### config.mk
export PLATFORM = sky130hd
export DESIGN_NAME = demux_lane_deserializer
export DESIGN_NICKNAME = d
export VERILOG_FILES = /design/src/rtl/demux_lane_deserializer.sv
export SDC_FILE = /design/constraint.sdc
export NUM_CORES = 1
export LEC_CHECK = 0
export CORE_MARGIN = 5
export CORE_UTILIZATION = 50
export DETAILED_ROUTE_END_ITERATION = 10
export GPL_ROUTABILITY_DRIVEN = 0
export PLACE_DENSITY_LB_ADDON = 0.05
export SLEW_MARGIN = 15
export SYNTH_ARGS = -nofsm -noshare
export SYNTH_HDL_FRONTEND = slang
export SYNTH_SLANG_ARGS = --single-unit
### constraint.sdc
create_clock -name clk -period 2.09 [get_ports clk]
set_clock_uncertainty 0.15 [all_clocks]
set_input_delay 0.627 -clock clk [delete_from_list [all_inputs] [get_ports clk]]
set_output_delay 0.627 -clock clk [all_outputs]
set_load 0.01 [all_outputs]
### src/rtl/demux_lane_deserializer.sv
// demux_lane_deserializer
// Consumes the four outputs of a 1-to-4 bit demultiplexer and rebuilds four
// interleaved serial channels into WIDTH-bit parallel words (first bit
// received lands in the MSB). Completed words leave through a single-entry
// valid/ready register tagged with their lane number. A word that completes
// while the register is held and not being consumed is dropped and flagged
// on the sticky overflow output.
//
// Optional feature: define LANE_PARITY_EN to add the out_parity port, the
// XOR reduction of the word, registered alongside out_data.
module demux_lane_deserializer #(
  parameter int WIDTH = 8
) (
  input  logic             clk,
  input  logic             rst_n,
  input  logic             in_valid,
  input  logic             S1,
  input  logic             S0,
  input  logic             Y0,
  input  logic             Y1,
  input  logic             Y2,
  input  logic             Y3,
  input  logic             out_ready,
  input  logic             ovf_clr,
  output logic             out_valid,
  output logic [WIDTH-1:0] out_data,
  output logic [1:0]       out_lane,
  output logic             overflow
`ifdef LANE_PARITY_EN
  ,
  output logic             out_parity
`endif
);

  // Bit counter just needs to reach WIDTH-1.
  localparam int CW = (WIDTH > 2) ? $clog2(WIDTH) : 1;
  localparam logic [CW-1:0] CNT_LAST = CW'(WIDTH - 1);

  // Each lane only keeps the WIDTH-1 bits received so far; the last bit of a
  // word comes straight from the demux input when the word completes.
  logic [WIDTH-2:0] sr_q  [4];
  logic [WIDTH-2:0] sr_d  [4];
  logic [CW-1:0]    cnt_q [4];
  logic [CW-1:0]    cnt_d [4];

  logic             out_valid_q, out_valid_d;
  logic [WIDTH-1:0] out_data_q,  out_data_d;
  logic [1:0]       out_lane_q,  out_lane_d;
  logic             overflow_q,  overflow_d;
`ifdef LANE_PARITY_EN
  logic             out_parity_q, out_parity_d;
`endif

  logic [1:0]       lane;
  logic             y_bit;
  logic [WIDTH-1:0] word_new;
  logic             complete;
  logic             can_load;
  logic             drop;

  // Pick the demux output that the current select actually drives.
  always_comb begin
    lane = {S1, S0};
    unique case (lane)
      2'd0:    y_bit = Y0;
      2'd1:    y_bit = Y1;
      2'd2:    y_bit = Y2;
      default: y_bit = Y3;
    endcase
  end

  // Lane shift/count update and output-register next-state decision.
  always_comb begin
    sr_d         = sr_q;
    cnt_d        = cnt_q;
    out_valid_d  = out_valid_q;
    out_data_d   = out_data_q;
    out_lane_d   = out_lane_q;
    overflow_d   = overflow_q;
`ifdef LANE_PARITY_EN
    out_parity_d = out_parity_q;
`endif

    word_new = {sr_q[lane], y_bit};
    complete = in_valid && (cnt_q[lane] == CNT_LAST);
    // The slot is usable if empty or if its current word leaves this edge.
    can_load = !out_valid_q || out_ready;
    drop     = complete && !can_load;

    if (in_valid) begin
      sr_d[lane]  = word_new[WIDTH-2:0];
      cnt_d[lane] = complete ? '0 : cnt_q[lane] + 1'b1;
    end

    if (complete && can_load) begin
      out_valid_d  = 1'b1;
      out_data_d   = word_new;
      out_lane_d   = lane;
`ifdef LANE_PARITY_EN
      out_parity_d = ^word_new;
`endif
    end else if (out_valid_q && out_ready) begin
      // Consumed with nothing new: data/lane keep their last values.
      out_valid_d = 1'b0;
    end

    // Clear first so that a drop at the same edge wins.
    if (ovf_clr) overflow_d = 1'b0;
    if (drop)    overflow_d = 1'b1;
  end

  // State registers; reset discards any partially assembled words.
  always_ff @(posedge clk or negedge rst_n) begin
    if (!rst_n) begin
      for (int i = 0; i < 4; i++) begin
        sr_q[i]  <= '0;
        cnt_q[i] <= '0;
      end
      out_valid_q  <= 1'b0;
      out_data_q   <= '0;
      out_lane_q   <= '0;
      overflow_q   <= 1'b0;
`ifdef LANE_PARITY_EN
      out_parity_q <= 1'b0;
`endif
    end else begin
      for (int i = 0; i < 4; i++) begin
        sr_q[i]  <= sr_d[i];
        cnt_q[i] <= cnt_d[i];
      end
      out_valid_q  <= out_valid_d;
      out_data_q   <= out_data_d;
      out_lane_q   <= out_lane_d;
      overflow_q   <= overflow_d;
`ifdef LANE_PARITY_EN
      out_parity_q <= out_parity_d;
`endif
    end
  end

  assign out_valid  = out_valid_q;
  assign out_data   = out_data_q;
  assign out_lane   = out_lane_q;
  assign overflow   = overflow_q;
`ifdef LANE_PARITY_EN
  assign out_parity = out_parity_q;
`endif

endmodule
# Yosys cells after proc, flatten, opt, wreduce, memory -nomap -nowiden
# Cells that the tools add are included.
[word_totals]
reg_bits = 52
latch_bits = 0
ram_bits = 0
mem_bits_ro = 0
in_bits = 11
word_cells = 48
memories = 0
[classes]
addsub = 1
multipliers = 0
div = 0
magnitude_cmp = 2
n_eq_ne = 3
shifts = 0
n_mux = 18
bitwise = 1
n_reduce_logical = 11
[ops]
columns = ["op", "n"]
rows = [
  ["$bwmux 28", 1],
  ["$mux 7", 3],
  ["$bmux 7 s2", 1],
  ["$demux 7 s2", 1],
  ["$bwmux 12", 1],
  ["$mux 3", 4],
  ["$bmux 3 s2", 1],
  ["$demux 3 s2", 1],
  ["$logic_and 1x1->1", 5],
  ["$mux 1", 4],
  ["$reduce_bool 2->1", 2],
  ["$add 3x1->3 const B", 1],
  ["$eq 3x3->1 const B", 1],
  ["$ge 3x3->1 const B", 1],
  ["$lt 3x1->1 const B", 1],
  ["$not 2->3", 1],
  ["$pmux 1 s3", 1],
  ["$eq 2x1->1 const B", 1],
  ["$eq 2x2->1 const B", 1],
  ["$logic_not 1->1", 2],
  ["$logic_not 2->1", 1],
  ["$logic_or 1x1->1", 1],
]

# Depth between registers and ports, before layout
# Gate-level depths: netlist (run 1).
[logic_depth]
ltp_word = 8
depth_mapped = 9
depth_no_buf = 6

# Least setup slack after synthesis (run 1)
# OpenSTA, ideal clock, no wires.
[synth_path]
kind = "input to register"
start = "in S0"
end = "reg out_data_q[0], in the netlist out_data[0]"
setup_time_ps = 125
t_arrival_ps = 2422
t_required_ps = 1815
slack_ps = -607
stages = 9
path_cell_list = "buf_6 buf_12 mux4_1 ha_1 ha_1 nand2_1 nor2b_1 buf_2 mux2_2"
[synth_via]
elab_chain_len = 7
word_cells_on_any_way = 11
cone_classes = "3 x eq/ne; 4 x mux; 1 x bitwise; 3 x reduce/logical"
[synth_lines]
columns = ["item", "line_no", "rtl"]
rows = [
  ["start, declared", "18", "input logic S0,"],
  ["$not 2->3 (not written as such)", "85", "complete = in_valid && (cnt_q[lane] == CNT_LAST);"],
  ["$bmux 3 s2", "85", ""],
  ["$mux 3 (not written as such) (2 in series)", "85", ""],
  ["$eq 3x3->1", "85", ""],
  ["$logic_and 1x1->1", "85", ""],
  ["$logic_and 1x1->1", "95", "if (complete && can_load) begin"],
  ["end signal, assigned", "132", "out_data_q <= out_data_d;"],
  ["end, declared", "47", "logic [WIDTH-1:0] out_data_q, out_data_d;"],
]
# Several ways; a longest one is shown, not always the timed one. The select of a mux whose other input is x is not followed.
# A chain may end at the register's enable or synchronous reset.

# Worst setup path after layout (run 1)
[layout_path]
start = "in S1"
end = "reg out_data_q[4], in the netlist out_data[4]"
[layout_via]
elab_chain_len = 7
word_cells_on_any_way = 10
cone_classes = "1 x eq/ne; 6 x mux; 1 x bitwise; 2 x reduce/logical"
[layout_lines]
columns = ["item", "line_no", "rtl"]
rows = [
  ["start, declared", "17", "input logic S1,"],
  ["$not 2->3 (not written as such) *", "84, 85", ""],
  ["$bmux 3 s2", "85", ""],
  ["$mux 3 (not written as such) (2 in series)", "85", ""],
  ["$eq 3x3->1", "85", ""],
  ["$logic_and 1x1->1", "85", ""],
  ["$logic_and 1x1->1", "95", ""],
]
# Every way passes the cells marked *; elsewhere a longest branch is shown, timed or not. The select of a mux whose other input is x is not followed.

==> results.json, run 1 <==
{
  "synth.area.mux_share": 0.313,
  "vias": 1366,
  "regArea_mm2": 0.00130,
  "netlist_area_mm2": 0.00229,
  "crit_start": "S1",
  "root_buffer": "clkbuf_8",
  "drtIter0Drc": 45,
  "crit_type": "primary input to flip-flop",
  "hold_buffers": 0,
  "drive_gt1_frac": 0.447,
  "cpMostUsedCell": "ha_4",
  "worstPathCellList": "clkdlybuf4s15_2, mux4_2, ha_4, ha_4, nand2_4, nor2b_4, mux2_2",
  "avgRoutedWirePerCell_um": 18.1,
  "hold_violations": 0,
  "reg2reg_from": "cnt_q[1]$_DFFE_PN0P_",
  "instances_no_fill": 242,
  "max_freq_mhz": 487,
  "rows": 24,
  "wirelength_um": 4370,
  "worst_pin_slew_ps": 267,
  "cp.arrival_ps": 2100,
  "cts.sink_count": 52,
  "grt_overflow_total": 0,
  "worstSetupEndpointType": "flip-flop",
  "cp_max_fo": 5,
  "holdWs_ps": 153,
  "r2r-end": "out_data[0]$_DFFE_PN0P_",
  "port_buffers": 22,
  "dp.cells": 233,
  "synth_cell_types": 19,
  "yosysWarnings": 0,
  "synth_xor_area_frac": 0,
  "die-area_mm2": 0.00604,
  "drcViolationCount": 0,
  "crit_slowest_cell": "mux2_2",
  "synth_adder_area_share": 0.0109,
  "synth_top_family_by_area": "multiplexers",
  "die_h_um": 77.7,
  "p_per_area_mw_per_mm2": 1130,
  "grtUsageTotal": 0.162,
  "critPathCapture": "out_data[4]$_DFFE_PN0P_",
  "tns_ps": 0,
  "cts_tree": "done",
  "area_delta_synth_final_pct": 24.4,
  "finalCriticalPeriod_ps": 2050,
  "avgViaCountPerCell": 5.64,
  "synth_seq_cells": 52,
  "worstHoldPathType": "primary input to asynchronous set/reset pin",
  "cp-start-kind": "primary input",
  "crit_family": "multiplexers",
  "clockBufferDepth": 2,
  "worstRegToRegCells": 6,
  "setup_viol": 0,
  "core_mm2": 0.00441,
  "finalMaxSlewViolations": 0,
  "vdd_drop_max_uv": 592,
  "die_w_um": 77.7,
  "pre_cts_ws_ps": -1400,
  "grt_pass1_wl_um": 7470,
  "diodes": 0,
  "max-slew-margin-rel": 0.822,
  "dp_hpwl_um": 3080,
  "first_pass_iters": 4,
  "syn_nets": 162,
  "path_buf_inv": 1,
  "grt_pass1_vias": 1429,
  "clk_latency_ps": 300,
  "yosys.area_share.simple": 0.0469,
  "start_util": 0.520,
  "status": "finished, final reports clean",
  "nNetsFinal": 202,
  "fin_area_mm2": 0.00285,
  "grt_max_degree": 53,
  "syn_inst": 149,
  "synth_compound_area_frac": 0.0289,
  "r2r_setup_slack_ps": 130,
  "ys_seq_area_frac": 0.567,
  "htree_levels": 2,
  "worstPathRequired_ps": 2130,
  "worstSetupPathDepth": 7,
  "cts_buffers": 5,
  "final_cell_mix": "dfrtp_1, mux2_2, clkdlybuf4s50_1",
  "multi_input_area_um2": 993,
  "leakagePower_nw": 1.32,
  "clkTransAtPathRegs_ps": 90,
  "antenna_found_initial": 0,
  "ant_nets": 0,
  "max_stage_delay_ps": 370,
  "setup_slack_ps": 36.2,
  "drv_cap": 0,
  "n_fill_cell": 316,
  "layout_commonest_cell": "dfrtp_1",
  "place_area_mm2": 0.00270,
  "rsz0062_at_grt": "yes",
  "avgSynthCellArea_um2": 15.4,
  "io-pin-count": 23,
  "timing.final.crit_share": 0.983
}
-- kinds of logic after synthesis --
family | Yosys count
flip-flops | 52
adder cells (fa/ha/maj) | 2
AND/OR/NAND/NOR | 23
multiplexers | 49
buffers and inverters | 10
AO/OA/AOI/OAI | 13
-- routing by layer --
layer	wire [um]	global-route usage	vias to the layer above
li1	-	-	631
met1	1990	0.222	702
met2	2160	0.251	27
met3	157	0.0394	6
met4	69	0.0567	0
met5	0	0	-
-- worst min path at each step --
stage / endpoint / cells past startpoint / slack (ps)
finish: sr_q[13]$_DFFE_PN0P_ / 2 / 150
global route: sr_q[13]$_DFFE_PN0P_ / 2 / 160
CTS: sr_q[13]$_DFFE_PN0P_ / 2 / 160
detailed placement: cnt_q[11]$_DFFE_PN0P_ / 2 / 320
global placement: cnt_q[5]$_DFFE_PN0P_ / 2 / 310
floorplan: cnt_q[0]$_DFFE_PN0P_ / 0 / 180
-- Yosys cell counts --
| cell | n | area share |
|---|---|---|
| o22ai_1 | 1 | 0.0027 |
| nor2b_1 | 1 | 0.0027 |
| buf_12 | 1 | 0.0087 |
| nand3b_1 | 2 | 0.0065 |
| mux2_2 | 34 | 0.17 |
| mux2_4 | 4 | 0.026 |
| mux4_2 | 4 | 0.039 |
| ha_1 | 2 | 0.011 |
| or3b_1 | 1 | 0.0038 |
| mux4_1 | 7 | 0.080 |
| buf_2 | 6 | 0.013 |
| inv_1 | 1 | 0.0016 |
| dfrtp_1 | 52 | 0.57 |
| buf_6 | 2 | 0.0098 |
| nand2b_1 | 2 | 0.0055 |
| o21ai_1 | 1 | 0.0022 |
| nand3_1 | 1 | 0.0022 |
| o21ai_0 | 11 | 0.024 |
| nand2_1 | 16 | 0.026 |
-- through the flow --
stage | total power [W] | util
6_report | 0.00322 | 0.646
3_5_place_dp | 0.00261 | 0.612
3_3_place_gp | 0.00254 | 0.612
5_1_grt | 0.00344 | 0.646
2_1_floorplan | 0.00223 | -
4_1_cts | 0.00321 | 0.638
-- sequential cells by signal, indices dropped and copies added, names as in the netlist --
signal     count
out_data       8
out_lane       2
sr_q          28
overflow       1
cnt_q         12
out_valid      1
-- report_power, final --
group / internal (W) / switching, W
clock network: 0.000269 / 0.000313
logic: 0.000637 / 0.000428
registers: 0.00139 / 0.000186
-- area by class of cell --
class                      instances  area share
timing repair buffer              41       0.139
multi-input combinational         88       0.348
sequential                        52       0.456
clock buffer                       7      0.0303
clock inverter                     1     0.00263
inverter                           1     0.00132
tap                               52      0.0228
-- what timing repair did --
action | in CTS | in global routing
endpoints found under the setup margin | 52 | 14
cloned | 1 | 0
hold endpoints to repair | 0 | 0
buffers inserted | 0 | 0
gates resized for setup | 14 | 10
pin swaps | 1 | 2
Power figures use the tool's default switching activity.
==> inputs of run 2 (changes only) <==
--- a/config.mk
+++ b/config.mk
@@ -6,7 +6,7 @@
 export NUM_CORES = 1
 export LEC_CHECK = 0
 export CORE_MARGIN = 5
-export CORE_UTILIZATION = 50
+export CORE_UTILIZATION = 56
 export DETAILED_ROUTE_END_ITERATION = 10
 export GPL_ROUTABILITY_DRIVEN = 0
 export PLACE_DENSITY_LB_ADDON = 0.05
==> constraint.sdc (replaced) <==
create_clock -name clk -period 1.9 [get_ports clk]
set_clock_uncertainty 0.15 [all_clocks]
set_input_delay 0.57 -clock clk [delete_from_list [all_inputs] [get_ports clk]]
set_output_delay 0.57 -clock clk [all_outputs]
set_load 0.01 [all_outputs]
==> results.json, run 2 (synthesis gave the netlist of run 1 again) <==
{
  "worstRegToRegCells": 7,
  "hold_violations": 0,
  "die_h_um": 74.0,
  "worstPathRequired_ps": 1930,
  "first_pass_iters": 4,
  "grt_pass1_vias": 1544,
  "rows": 23,
  "diodes": 0,
  "largest_register_ffs": 28,
  "grt_max_degree": 53,
  "drv_cap": 0,
  "antenna_found_initial": 0,
  "setup_viol": 23,
  "ant_nets": 0,
  "drtIter0Drc": 60,
  "port_buffers": 22,
  "crit_type": "primary input to flip-flop",
  "drcViolationCount": 0,
  "clkTransAtPathRegs_ps": 90,
  "vias": 1441,
  "worstHoldPathType": "primary input to asynchronous set/reset pin",
  "core_mm2": 0.00397,
  "die_w_um": 74.0,
  "violations": "setup timing",
  "avgRoutedWirePerCell_um": 19.2,
  "holdWs_ps": 98.9,
  "wirelength_um": 4750,
  "drive_gt1_frac": 0.508,
  "place_area_mm2": 0.00271,
  "cp_max_fo": 9,
  "cp.arrival_ps": 2110,
  "critPathCapture": "out_data[0]$_DFFE_PN0P_",
  "grt_pass1_wl_um": 7690,
  "rsz0062_at_grt": "yes",
  "hold_buffers": 0,
  "die-area_mm2": 0.00548,
  "setup_slack_ps": -181,
  "r2r_setup_slack_ps": -170,
  "nNetsFinal": 210,
  "max_freq_mhz": 480,
  "dp_hpwl_um": 3200,
  "start_util": 0.578,
  "worstSetupEndpointType": "flip-flop",
  "p_int_w": 0.00261,
  "area_delta_synth_final_pct": 29.2,
  "swShare": 0.297,
  "grtUsageTotal": 0.189,
  "n_fill_cell": 254,
  "r2r-end": "out_data[0]$_DFFE_PN0P_",
  "crit_start": "S0",
  "clk_latency_ps": 300,
  "final_cell_mix": "dfrtp_1, mux2_2, buf_4",
  "finalCriticalPeriod_ps": 2080,
  "p_per_area_mw_per_mm2": 1250,
  "p_sw_w": 0.00110,
  "seqPwrFrac": 0.466,
  "cts.sink_count": 52,
  "htree_levels": 2,
  "top_register": "sr_q",
  "vdd_drop_max_uv": 722,
  "max-slew-margin-rel": 0.824,
  "finalMaxSlewViolations": 0,
  "io-pin-count": 23,
  "worst_pin_slew_ps": 264,
  "cts_buffers": 5,
  "p_clk_frac": 0.176,
  "power_frac_comb": 0.358,
  "cts_tree": "done",
  "root_buffer": "clkbuf_8",
  "layout_commonest_cell": "dfrtp_1",
  "clockBufferDepth": 2,
  "reg2reg_from": "cnt_q[9]$_DFFE_PN0P_",
  "fin_area_mm2": 0.00296,
  "grt_overflow_total": 0,
  "leakagePower_nw": 1.43,
  "avgViaCountPerCell": 5.83,
  "cp-start-kind": "primary input",
  "timing.final.crit_share": 1.10,
  "status": "finished, violations left"
}
-- run 2: area by class of cell --
class	count	area, um2	share of cell area
timing repair buffer	50	458	0.155
clock buffer	7	96.3	0.0325
tap	50	62.6	0.0211
inverter	1	3.75	0.00127
sequential	52	1300	0.439
multi-input combinational	87	1040	0.351
-- run 2: per-stage QoR --
step / TNS, ps / utilization / setup slack [ps] / total power, W / cells
floorplan: -8320 / - / -560 / 0.00245 / 149
global placement: -45170 / 0.682 / -1440 / 0.00279 / 234
detailed placement: -48160 / 0.682 / -1550 / 0.00286 / 234
CTS: -1310 / 0.715 / -139 / 0.00349 / 243
global route: -3410 / 0.746 / -203 / 0.00396 / 247
finish: -2560 / 0.746 / -181 / 0.00372 / 247
-- run 2: layer usage --
metal  track usage  vias up  routed length [um]
li1              -      642                   -
met1         0.250      751                1920
met2         0.307       35                2490
met3        0.0459       13                 196
met4        0.0704        0                 147
met5             0        -                   0
-- run 2: worst min-delay path by stage --
stage / startpoint / end / slack [ps] / depth (start not counted)
finish: rst_n / sr_q[26]$_DFFE_PN0P_ / 100 / 2
global route: rst_n / sr_q[26]$_DFFE_PN0P_ / 110 / 2
CTS: rst_n / sr_q[26]$_DFFE_PN0P_ / 110 / 2
detailed placement: cnt_q[4]$_DFFE_PN0P_ / cnt_q[4]$_DFFE_PN0P_ / 330 / 2
global placement: cnt_q[5]$_DFFE_PN0P_ / cnt_q[5]$_DFFE_PN0P_ / 310 / 2
floorplan: rst_n / cnt_q[0]$_DFFE_PN0P_ / 120 / 0
-- run 2: timing repair --
action	CTS	global route
hold endpoints to repair	0	0
resized for setup	29	20
endpoints found under the setup margin	64	22
setup buffers	2	4
pin swaps	2	5
-- run 2: worst max-delay path: stages --
cell and delay [ps]:
buf_12 90, mux4_2 550, ha_4 190, ha_4 150
nand2_4 70, nor2b_4 50, buf_12 140, mux2_4 290
-- run 2: power groups by stage --
stage,logic [W],registers (W),clock network (W)
after floorplan,0.000735,0.00172,0
after global placement,0.00106,0.00172,0
after detailed placement,0.00110,0.00175,0
after CTS,0.00109,0.00173,0.000669
after global routing,0.00143,0.00179,0.000735
final,0.00133,0.00173,0.000655
